File: src/rtl/router_pkg.sv
// Shared constants for the 1x3 router: header field layout, invalid address, default byte width.
package router_pkg;

    localparam int         WIDTH_DEF    = 8;
    localparam int         ADDR_LSB     = 0;
    localparam int         ADDR_MSB     = 1;
    localparam int         LEN_LSB      = 2;
    localparam int         LEN_MSB      = WIDTH_DEF - 1;
    localparam logic [1:0] ADDR_INVALID = 2'b11;

    function automatic logic addr_valid(input logic [ADDR_MSB:ADDR_LSB] addr);
        return addr != ADDR_INVALID;
    endfunction

endpackage

File: src/rtl/router_parity_chk.sv
// Running even-XOR packet parity, received parity capture and registered mismatch flag.
module router_parity_chk
    import router_pkg::*;
#(
    parameter int WIDTH = WIDTH_DEF
) (
    input  logic             clock,
    input  logic             resetn,
    input  logic             clear,
    input  logic             accumulate,
    input  logic [WIDTH-1:0] acc_byte,
    input  logic             capture,
    input  logic [WIDTH-1:0] cap_byte,
    input  logic             check,
    input  logic             err_clear,
    output logic             err
);

    logic [WIDTH-1:0] int_parity;
    logic [WIDTH-1:0] pkt_parity;

    always_ff @(posedge clock or negedge resetn) begin
        if (!resetn) begin
            int_parity <= '0;
        end else if (clear) begin
            int_parity <= '0;
        end else if (accumulate) begin
            int_parity <= int_parity ^ acc_byte;
        end
    end

    always_ff @(posedge clock or negedge resetn) begin
        if (!resetn) begin
            pkt_parity <= '0;
        end else if (capture) begin
            pkt_parity <= cap_byte;
        end
    end

    // err stays readable until the next accepted header clears it.
    always_ff @(posedge clock or negedge resetn) begin
        if (!resetn) begin
            err <= 1'b0;
        end else if (check) begin
            err <= (int_parity != pkt_parity);
        end else if (err_clear) begin
            err <= 1'b0;
        end
    end

endmodule

File: src/rtl/router_reg.sv
// Router datapath register stage: header hold, full-FIFO byte hold, dout mux and FSM steering flags.
module router_reg
    import router_pkg::*;
#(
    parameter int WIDTH = WIDTH_DEF
) (
    input  logic             clock,
    input  logic             resetn,
    input  logic             pkt_valid,
    input  logic [WIDTH-1:0] data_in,
    input  logic             fifo_full,
    input  logic             detect_add,
    input  logic             lfd_state,
    input  logic             ld_state,
    input  logic             laf_state,
    input  logic             full_state,
    input  logic             rst_int_reg,
    output logic [WIDTH-1:0] dout,
    output logic             parity_done,
    output logic             low_packet_valid,
    output logic             err
);

    // No handshake: every strobe is acted on in the cycle it is seen; the FSM's busy holds the source.
    logic [WIDTH-1:0] header_byte;
    logic [WIDTH-1:0] full_byte;
    logic             hdr_capture;
    logic             acc_en;
    logic [WIDTH-1:0] acc_byte;

    assign hdr_capture = detect_add && pkt_valid && addr_valid(data_in[ADDR_MSB:ADDR_LSB]);
    // A stalled byte was already counted in LOAD_DATA; never add it again while full.
    assign acc_en      = lfd_state || (ld_state && pkt_valid && !full_state);
    assign acc_byte    = lfd_state ? header_byte : data_in;

    always_ff @(posedge clock or negedge resetn) begin
        if (!resetn) begin
            header_byte <= '0;
        end else if (hdr_capture) begin
            header_byte <= data_in;
        end
    end

    always_ff @(posedge clock or negedge resetn) begin
        if (!resetn) begin
            dout      <= '0;
            full_byte <= '0;
        end else if (lfd_state) begin
            dout <= header_byte;
        end else if (ld_state && !fifo_full) begin
            dout <= data_in;
        end else if (ld_state && fifo_full) begin
            full_byte <= data_in;
        end else if (laf_state) begin
            dout <= full_byte;
        end
    end

    always_ff @(posedge clock or negedge resetn) begin
        if (!resetn) begin
            low_packet_valid <= 1'b0;
        end else if (ld_state && !pkt_valid) begin
            low_packet_valid <= 1'b1;
        end else if (rst_int_reg || detect_add) begin
            low_packet_valid <= 1'b0;
        end
    end

    always_ff @(posedge clock or negedge resetn) begin
        if (!resetn) begin
            parity_done <= 1'b0;
        end else if ((ld_state && !fifo_full && !pkt_valid) || (laf_state && low_packet_valid)) begin
            parity_done <= 1'b1;
        end else if (detect_add) begin
            parity_done <= 1'b0;
        end
    end

    router_parity_chk #(.WIDTH(WIDTH)) u_parity_chk (
        .clock      (clock),
        .resetn     (resetn),
        .clear      (detect_add),
        .accumulate (acc_en),
        .acc_byte   (acc_byte),
        .capture    (ld_state && !pkt_valid),
        .cap_byte   (data_in),
        .check      (rst_int_reg),
        .err_clear  (hdr_capture),
        .err        (err)
    );

endmodule

File: config.mk
export PLATFORM = sky130hd
export DESIGN_NAME = router_reg
export DESIGN_NICKNAME = d
export VERILOG_FILES = /design/src/rtl/router_pkg.sv /design/src/rtl/router_parity_chk.sv /design/src/rtl/router_reg.sv
export SDC_FILE = /design/constraint.sdc
export NUM_CORES = 1
export LEC_CHECK = 0
export ABC_AREA = 1
export ABC_CLOCK_PERIOD_IN_PS = 880
export BUFFER_PORTS_ARGS = -buffer_cell sky130_fd_sc_hd__clkbuf_2
export CAP_MARGIN = 20
export CORE_MARGIN = 5
export CORE_UTILIZATION = 35
export CTS_CLUSTER_SIZE = 10
export DETAILED_ROUTE_END_ITERATION = 16
export PLACE_DENSITY = 0.65
export SYNTH_ARGS = -nofsm -noshare
export SYNTH_HDL_FRONTEND = slang
export SYNTH_HIERARCHICAL = 1
export SYNTH_SLANG_ARGS = --single-unit
export TNS_END_PERCENT = 100
File: constraint.sdc
create_clock -name clock -period 0.88 [get_ports clock]
set_input_delay 0.088 -clock clock [delete_from_list [all_inputs] [get_ports clock]]
set_output_delay 0.088 -clock clock [all_outputs]
set_load 0.005 [all_outputs]
# --- Word level (Yosys, flattened, before mapping) ---
# Index checks and enable logic that the tools add are counted.
totals:
  ff_bits: 43
  in_bits: 18
  output_inout_bits: 11
classes:
  n_eq_ne: 3
  n_mux: 13
  bitwise: 3
  n_reduce_logical: 22
ops:
  columns: ["op", "count"]
  rows:
  - ["two-way mux 8 bit", 7]
  - ["logical AND 1 bit", 9]
  - ["!= test 8 bit", 1]
  - ["nonzero test 2 bit", 4]
  - ["bitwise XOR 8 bit", 1]
  - ["two-way mux 1 bit", 6]
  - ["logical NOT 1 bit", 3]
  - ["logical OR 1 bit", 3]
  - ["!= test 3 bit, second input constant", 1]
  - ["AND reduction 3 bit", 1]
  - ["nonzero test 3 bit", 1]
  - ["!= test 2 bit, second input constant", 1]
  - ["NOT 1 bit", 2]
  - ["AND reduction 2 bit", 1]

# --- Logic depth before layout (Yosys ltp) ---
# Gate-level depths: netlist of the first run.
depth:
  depth_word: 5
  mapped_depth: 8
  depth_no_buf: 7

# --- By module ---
# The synthesis of the first run kept the hierarchy.
modules_own_cells:
  columns: ["mod", "instances", "cells_per_inst", "area_each_um2", "seq_area_each_um2"]
  rows:
  - ["router_reg", 1, 174, 1357.6, 650.6]
  - ["router_parity_chk", 1, 98, 864.6, 425.4]

# --- Least setup slack after synthesis of the first run ---
# OpenSTA, ideal clock, no wires.
synth_timing:
  kind: "input -> register"
  from: "input lfd_state"
  to: "register u_parity_chk.int_parity[6]"
  arrival_ns: 0.934
  path_slack_ns: -0.189
  cell_stages: 8
  n_path_buf: 4
  path_cell_list: "buf_6 -> inv_4 -> buf_8 -> o21ai_0 -> buf_6 -> buf_12 -> a21oi_1 -> nor3b_2"
synth_between:
  elab_cells_between_ends: 6
  cone_classes: "mux: 3; bitwise: 1; reduce/logical: 2"
synth_lines:
  columns: ["element", "line_no", "source"]
  rows:
  - ["start, declared", "router_reg.sv:13", "input logic lfd_state,"]
  - ["logical OR 1 bit", "router_reg.sv:33", "assign acc_en = lfd_state || (ld_state && pkt_valid && !full_state);"]
  - ["via acc_en", "router_reg.sv:28", "logic acc_en;"]
  - ["nonzero test 2 bit (no line)", null, null]
  - ["end signal, assigned", "router_parity_chk.sv:28", "int_parity <= int_parity ^ acc_byte;"]
  - ["end, declared", "router_parity_chk.sv:19", "logic [WIDTH-1:0] int_parity;"]
# The timed path passes the listed nets, and every way through them passes these cells. The select of a mux whose other input is x is not followed.
# A chain may end at the register's enable or synchronous reset.

# --- Final worst setup path of the first run ---
layout_timing:
  from: "register u_parity_chk.int_parity[2]"
  to: "register u_parity_chk.err"
layout_between:
  elab_chain_len: 2
layout_rtl:
  columns: ["element", "line_no", "source"]
  rows:
  - ["!= test 8 bit", "router_parity_chk.sv:45", "err <= (int_parity != pkt_parity);"]
  - ["two-way mux 1 bit", "router_parity_chk.sv:44", "end else if (check) begin"]
  - ["end signal, assigned", "router_parity_chk.sv:45", null]
  - ["end, declared", "router_parity_chk.sv:16", "output logic err"]
# No other way between the ends.

==> impl_table.tex, run 1 <==
\begin{tabular}{lr}
\hline
Metric & Value \\
\hline
\multicolumn{2}{l}{\textbf{Worst setup path}} \\
Top fanout value on the critical path & 3 \\
Worst path max stage delay & around 0.4 ns \\
Arrival time worst endpoint & approximately 1.2 ns \\
Data required time at the worst endpoint & between 1 and 1.5 ns \\
Type of the worst setup path & register to register \\
Critical path launch point type & register \\
Max stage delay cell, worst path & sky130\_fd\_sc\_hd\_\_dfrtp\_1 \\
Cells traversed along the worst timing path & nand2\_1, nand2\_2, nor2\_2, nand3\_2, nor2\_2, nor2\_1 \\
Cell mode on critical path & sky130\_fd\_sc\_hd\_\_nor2\_2 \\
Buf/Inv on CP & 0 \\
Crit path max-delay family & simple AND/OR/NAND/NOR gates \\
Setup crit end kind & register \\
\multicolumn{2}{l}{\textbf{Route}} \\
Total via count after detailed routing & between 2,000 and 2,500 \\
Vias per Instance & roughly 4.8 \\
Number of remaining DRC errors & 0 \\
Overall routed net length & about 5600 um \\
Violation count after the first detailed-route iteration & 91 \\
Wire length per cell & $\sim$13 um \\
Pre-Repair DR Iteration Count & 4 \\
Antenna-violating nets left & 0 \\
\multicolumn{2}{l}{\textbf{Placement}} \\
Placer congestion estimate & between 0.8 and 0.9 \\
Port buffer count & 28 \\
Placed wire-length estimate after detailed placement & between 4000 and 5000 um \\
Cells after DPL & roughly 420 \\
Setup WS pre-CTS & -0.308 ns \\
\multicolumn{2}{l}{\textbf{Power}} \\
Power Total & $\sim$0.0054 W \\
Worst supply voltage drop on vdd & between 0.8 and 0.9 mV \\
Total power per unit cell area & 1750 nW/um\^{}2 \\
Leakage power & roughly 1.6 nW \\
\multicolumn{2}{l}{\textbf{Yosys}} \\
Number of flip-flops and latches in the synthesized netlist & 43 \\
Ranking of synthesized cells by area & sky130\_fd\_sc\_hd\_\_dfrtp\_1 48\%, sky130\_fd\_sc\_hd\_\_nand2\_1 10\%, sky130\_fd\_sc\_hd\_\_inv\_1 6.1\%, sky130\_fd\_sc\_hd\_\_nand3\_1 5.0\%, sky130\_fd\_sc\_hd\_\_nor2\_1 4.9\% \\
Proportion of netlist area held by the largest area contributor & about half \\
Count of yosys warnings during synthesis & 6 \\
Cell area after technology mapping & around 2200 um\^{}2 \\
Dominant cell type by area after synthesis & sky130\_fd\_sc\_hd\_\_dfrtp\_1 \\
Most instantiated library cell after synthesis & sky130\_fd\_sc\_hd\_\_nand2\_1 \\
Synth Net Count & 290 \\
Syn Inst Count & approximately 270 \\
Most common flop cell mapped by yosys & sky130\_fd\_sc\_hd\_\_dfrtp\_1 \\
Ranking of synthesized cells by instance count & 59 x sky130\_fd\_sc\_hd\_\_nand2\_1, 43 x sky130\_fd\_sc\_hd\_\_dfrtp\_1, 36 x sky130\_fd\_sc\_hd\_\_inv\_1 \\
Register area share after synthesis & between 40 and 50\% \\
Average size of a mapped cell & between 8 and 9 um\^{}2 \\
Asr flop ratio synth & between 90\% and 100\% \\
Number of synthesized flops with an enable pin & 0 \\
Number of distinct library cell variants in the gate-level netlist after synthesis & 25 \\
\multicolumn{2}{l}{\textbf{Timing}} \\
Slew of the pin with the lowest slew margin & 0.327 ns \\
Final hold violation count & 0 \\
Worst Hold Slack & $\sim$0.0080 ns \\
Worst relative slew slack & about four fifths \\
Setup repair after global routing missed its margin & true \\
Max-slew violations & 0 \\
Final worst slack & -0.135 ns \\
Finish-stage setup viols & 16 \\
Highest clock frequency the design can meet & 985 MHz \\
Worst clock skew & 0.00811 ns \\
Period minus WS final & just over 1 ns \\
Final cycle utilization of the critical path & 115\% \\
\multicolumn{2}{l}{\textbf{CTS}} \\
Maximum clock insertion buffer count & 2 \\
Clock buffer count from CTS & 5 \\
H-tree Lvls & 2 \\
Latest clock arrival within the worst-skew pair & about 0.3 ns \\
CTS Root Buffer Type & sky130\_fd\_sc\_hd\_\_clkbuf\_8 \\
Clock input transition at the sequential cells of the worst setup and hold paths & roughly 0.09 ns \\
CTS tree & done \\
Count of clock tree sinks & 43 \\
\multicolumn{2}{l}{\textbf{GRT}} \\
Number of antenna violations at the first check in global routing & 0 \\
Global-route usage over all layers & 15.2\% \\
Sum of overflow across all layers after global routing & 0 \\
Wire length of the first global-routing pass & 9380 um \\
Largest net degree at the start of global routing & 44 \\
Number of global-route vias before repair & 2,077 \\
\multicolumn{2}{l}{\textbf{Die}} \\
Standard-cell rows & 29 \\
Area of the placeable core & roughly 6300 um\^{}2 \\
Die span in y & roughly 90 um \\
Effective utilization at floorplan & 35.4\% \\
Area enclosed by the die boundary & about 8000 um\^{}2 \\
Die span in x & between 80 and 90 um \\
Boundary pin count & 29 \\
\multicolumn{2}{l}{\textbf{Finish}} \\
\# diodes & 0 \\
Layout fillers & roughly 610 \\
Total Nets Final & $\sim$370 \\
Post-layout util & around half \\
Synthesis-to-layout area growth & 39.4\% \\
Fraction of final layout cells with drive strength greater than 1 & between 40 and 50\% \\
Sequential cell area & 1080 um\^{}2 \\
Area taken by multi-input logic gates & approximately 1100 um\^{}2 \\
Count of placed standard cells in the final layout, fillers left out & 427 \\
\multicolumn{2}{l}{\textbf{Run status}} \\
Failing checks & setup timing \\
Result of the run & finished with violations \\
\multicolumn{2}{l}{\textbf{Hold path}} \\
Path category of the worst min-delay check & input port to register \\
\multicolumn{2}{l}{\textbf{Job}} \\
Number of violations of the max-capacitance limit & 0 \\
\hline
\end{tabular}
[cells by family (layout without fill, tap and decap cells)]
kind of cell	Yosys count	after routing	synth area share (%)
buffers and inverters	50	128	11.4
XOR/XNOR	3	3	1.18
flip-flops	43	43	48.4
AND/OR/NAND/NOR	124	124	25.8
AO/OA/AOI/OAI	49	49	11.7
multiplexers	3	3	1.52
[layout by cell type (no fill, tap or decap), types with 8 or more instances in the layout]
cell type / synthesis / routed
sky130_fd_sc_hd__dfrtp_1: 43 / 43
sky130_fd_sc_hd__clkbuf_2: 0 / 27
sky130_fd_sc_hd__nand2_2: 3 / 14
sky130_fd_sc_hd__o21ai_0: 19 / 10
sky130_fd_sc_hd__inv_1: 36 / 28
sky130_fd_sc_hd__inv_2: 2 / 8
sky130_fd_sc_hd__nand3_1: 22 / 21
sky130_fd_sc_hd__nor2_1: 29 / 20
sky130_fd_sc_hd__buf_4: 0 / 46
sky130_fd_sc_hd__o21ai_2: 0 / 8
sky130_fd_sc_hd__nand2_1: 59 / 47
sky130_fd_sc_hd__o21ai_1: 11 / 11
sky130_fd_sc_hd__a21oi_2: 2 / 10
[state kept, by name (all words and copies together) (netlist names)]
signal / flops
u_parity_chk/pkt_parity: 8
low_packet_valid: 1
u_parity_chk/err: 1
dout: 8
u_parity_chk/int_parity: 8
header_byte: 8
parity_done: 1
full_byte: 8
[worst reg2reg max path: stages (launching register included)]
cell,delay (ns)
sky130_fd_sc_hd__dfrtp_1,0.40
sky130_fd_sc_hd__nand2_1,0.10
sky130_fd_sc_hd__nand2_2,0.06
sky130_fd_sc_hd__nor2_2,0.11
sky130_fd_sc_hd__nand3_2,0.10
sky130_fd_sc_hd__nor2_2,0.11
sky130_fd_sc_hd__nor2_1,0.04
[through the flow]
| stage | area [um^2] | TNS [ns] |
|---|---|---|
| floorplan | 2260 | -0.795 |
| global placement | 2800 | -5.39 |
| detailed placement | 2800 | -6.15 |
| CTS | 2980 | -0.596 |
| global route | 3100 | -1.48 |
| finish | 3100 | -0.416 |
[report_power, final]
part,internal [W],switching [W],leakage [nW]
registers,0.00225,0.000172,0.532
clock network,0.000846,0.000737,0.0581
logic,0.000710,0.000723,0.968
[final timing paths]
| kind | slack, ns | startpoint | endpoint | cells after the start |
|---|---|---|---|---|
| min in group asynchronous | 0.28 | resetn | u_parity_chk/pkt_parity[3] | 3 |
| max in group asynchronous | 0.35 | resetn | full_byte[5] | 3 |
| worst max-delay path | -0.14 | u_parity_chk/int_parity[2] | u_parity_chk/err | 6 |
| worst min register to register | 0.50 | full_byte[0] | full_byte[0] | 2 |
| worst max register to register | -0.14 | u_parity_chk/int_parity[2] | u_parity_chk/err | 6 |
| worst min-delay path | 0.008 | data_in[2] | u_parity_chk/pkt_parity[2] | 3 |
[cell type report]
cell class	instances	share of cell area, %
Clock buffer	5	2.22
Clock inverter	3	1.41
Timing Repair Buffer	81	19.5
Sequential cell	43	34.7
Tap cell	77	3.11
Multi-Input combinational cell	179	34.0
Inverter	39	5.05
[timing repair]
action | in CTS | in global routing
hold buffers | 1 | 0
buffers inserted | 9 | 5
pin swaps | 23 | 13
setup endpoints to repair | 27 | 27
endpoints found under the hold margin | 43 | 0
gates resized for setup | 30 | 31
[metal layers]
metal | routed length, um | vias to the layer above | GRT usage, %
met3 | 259 | 14 | 3.65
met1 | 2480 | 970 | 19.1
met2 | 2790 | 58 | 25.3
met5 | 0 | - | 0
met4 | 125 | 0 | 6.09
li1 | - | 1018 | -
Note: power is estimated with default switching activity, not from simulation.
==> run 2, diff against run 1 <==
Settings changed: PLACE_DENSITY 0.65 to unset.
==> run 2 against run 1 <==
Effect of this change:
- the flow still finishes with violations (setup timing)
- maximum frequency increased by 6.7%
- count of clock-buffer cells in the layout unchanged
- sequential share of layout area decreased by 0.20 points
- cell count increased by 0.94%
- first-iteration DRC count decreased by 16%
- core utilization increased by 0.28 points
- critical path depth increased by 1
- die area unchanged
- global-route usage decreased by 0.17 points
- largest cell class unchanged
- clock skew decreased by 0.0019 ns
- wire length decreased by 2.7%
- largest power group unchanged
- setup slack improved by 0.064 ns
==> impl_table.tex, run 2 (synthesis gave the netlist of run 1 again) <==
\begin{tabular}{lr}
\hline
Metric & Value \\
\hline
\multicolumn{2}{l}{\textbf{Timing}} \\
Worst relative slew slack & $\sim$82\% \\
Setup repair after global routing missed its margin & true \\
Final worst slack & -0.0711 ns \\
Final hold violation count & 0 \\
Final cycle utilization of the critical path & 108\% \\
Period minus WS final & 0.951 ns \\
Finish-stage setup viols & 8 \\
Worst clock skew & between 0.006 and 0.007 ns \\
Slew of the pin with the lowest slew margin & around 0.27 ns \\
Max-slew violations & 0 \\
Highest clock frequency the design can meet & roughly 1100 MHz \\
\multicolumn{2}{l}{\textbf{Finish}} \\
\# diodes & 0 \\
Synthesis-to-layout area growth & 40.2\% \\
Fraction of final layout cells with drive strength greater than 1 & 42.1\% \\
Total Nets Final & roughly 370 \\
Highest-count cells in the layout ignoring fill and taps & 51 x sky130\_fd\_sc\_hd\_\_nand2\_1, 45 x sky130\_fd\_sc\_hd\_\_buf\_4, 43 x sky130\_fd\_sc\_hd\_\_dfrtp\_1, 29 x sky130\_fd\_sc\_hd\_\_inv\_1, 27 x sky130\_fd\_sc\_hd\_\_clkbuf\_2 \\
Commonest non-fill, non-tap cell in the layout & sky130\_fd\_sc\_hd\_\_nand2\_1 \\
Post-layout util & 49.6\% \\
Count of placed standard cells in the final layout, fillers left out & between 400 and 500 \\
Cell area after layout & between 3000 and 4000 um\^{}2 \\
\multicolumn{2}{l}{\textbf{CTS}} \\
Count of clock tree sinks & 43 \\
Clock input transition at the sequential cells of the worst setup and hold paths & 0.09 ns \\
CTS tree & done \\
H-tree Lvls & 2 \\
CTS Root Buffer Type & sky130\_fd\_sc\_hd\_\_clkbuf\_8 \\
Clock buffer count from CTS & 5 \\
Maximum clock insertion buffer count & 2 \\
Latest clock arrival within the worst-skew pair & about 0.29 ns \\
\multicolumn{2}{l}{\textbf{Die}} \\
Die span in y & 89.7 um \\
Effective utilization at floorplan & between 30\% and 40\% \\
Area of the placeable core & 6280 um\^{}2 \\
Standard-cell rows & 29 \\
Die span in x & roughly 90 um \\
Boundary pin count & 29 \\
Area enclosed by the die boundary & about 8000 um\^{}2 \\
\multicolumn{2}{l}{\textbf{Power}} \\
Total power per unit cell area & around 1700 nW/um\^{}2 \\
Power Total & roughly 0.0054 W \\
Leakage power & between 1.5 and 2 nW \\
Worst supply voltage drop on vdd & between 1 and 1.5 mV \\
\multicolumn{2}{l}{\textbf{Placement}} \\
Placer congestion estimate & between 0.8 and 0.9 \\
Instance area at placement & between 2000 and 3000 um\^{}2 \\
Port buffer count & 28 \\
Placed wire-length estimate after detailed placement & 4000 um \\
Cells after DPL & 420 \\
\multicolumn{2}{l}{\textbf{Run status}} \\
Failing checks & setup timing \\
Result of the run & finished with violations \\
\multicolumn{2}{l}{\textbf{GRT}} \\
Wire length of the first global-routing pass & 9280 um \\
Number of global-route vias before repair & around 2,100 \\
Global-route usage over all layers & between 10\% and 20\% \\
Number of antenna violations at the first check in global routing & 0 \\
Sum of overflow across all layers after global routing & 0 \\
Largest net degree at the start of global routing & 44 \\
\multicolumn{2}{l}{\textbf{Route}} \\
Number of remaining DRC errors & 0 \\
Overall routed net length & 5500 um \\
Violation count after the first detailed-route iteration & 76 \\
Vias per Instance & about 4.6 \\
Pre-Repair DR Iteration Count & 4 \\
Antenna-violating nets left & 0 \\
Wire length per cell & 12.8 um \\
Total via count after detailed routing & 1,993 \\
\multicolumn{2}{l}{\textbf{Worst setup path}} \\
Type of the worst setup path & register to register \\
Setup crit end kind & register \\
Top fanout value on the critical path & 2 \\
Critical path launch point type & register \\
Data required time at the worst endpoint & $\sim$1.1 ns \\
Arrival time worst endpoint & around 1.1 ns \\
\multicolumn{2}{l}{\textbf{Hold path}} \\
Path category of the worst min-delay check & input port to register \\
\multicolumn{2}{l}{\textbf{Job}} \\
Number of violations of the max-capacitance limit & 0 \\
\hline
\end{tabular}
==> run 2: layout make-up <==
class | count | area (um^2)
Timing Repair Buffer | 85 | 653
Fill cell | 594 | 3160
Sequential cell | 43 | 1080
Tap cell | 77 | 96.3
Clock inverter | 3 | 43.8
Clock buffer | 5 | 68.8
Multi-Input combinational cell | 179 | 1020
Inverter | 39 | 156
==> run 2: metal layers <==
metal	vias up	GRT usage (%)	share of wire (%)
li1	1019	-	-
met5	-	0	0
met1	937	18.9	46
met3	6	3.10	4.1
met2	31	26.4	49
met4	0	3.79	1.2
==> run 2: critical path, cell delays in order (launching register included) <==
cell	delay, ns
sky130_fd_sc_hd__dfrtp_1	0.38
sky130_fd_sc_hd__inv_1	0.06
sky130_fd_sc_hd__nand2_1	0.05
sky130_fd_sc_hd__nand2_1	0.05
sky130_fd_sc_hd__nor2_1	0.10
sky130_fd_sc_hd__nand3_1	0.08
sky130_fd_sc_hd__nor2_1	0.09
sky130_fd_sc_hd__nor2_1	0.04
==> run 2: worst paths after layout <==
| path | end | cells past startpoint | from | slack (ns) |
|---|---|---|---|---|
| setup / recovery | u_parity_chk/err | 7 | u_parity_chk/pkt_parity[5] | -0.07 |
| hold / removal | u_parity_chk/pkt_parity[3] | 3 | data_in[3] | 0.03 |
| setup reg to reg | u_parity_chk/err | 7 | u_parity_chk/pkt_parity[5] | -0.07 |
| hold reg to reg | full_byte[2] | 2 | full_byte[2] | 0.50 |
| max in group asynchronous | header_byte[1] | 3 | resetn | 0.37 |
| min in group asynchronous | full_byte[4] | 3 | resetn | 0.30 |
==> run 2: timing repair <==
| action | in CTS | in global routing |
|---|---|---|
| hold buffers | 1 | 0 |
| resized for setup | 26 | 29 |
| endpoints found under the setup margin | 22 | 28 |
| setup buffers | 7 | 5 |
| endpoints found under the hold margin | 43 | 0 |
| pin swaps | 18 | 13 |
==> run 2: metrics by stage <==
step | setup TNS, ns | hold slack, ns | setup WS, ns
floorplan | -0.795 | -0.208 | -0.103
global placement | -5.28 | 0.0906 | -0.241
detailed placement | -6.45 | 0.0919 | -0.273
CTS | -0.461 | 0.0300 | -0.0964
global route | -1.28 | 0.0440 | -0.171
finish | -0.237 | 0.0286 | -0.0711
==> run 2: where the power goes <==
| group | switching, W | total (W) | internal, W |
|---|---|---|---|
| registers | 0.000169 | 0.00242 | 0.00225 |
| logic | 0.000691 | 0.00140 | 0.000712 |
| clock network | 0.000699 | 0.00154 | 0.000846 |
| total | 0.00156 | 0.00537 | 0.00381 |
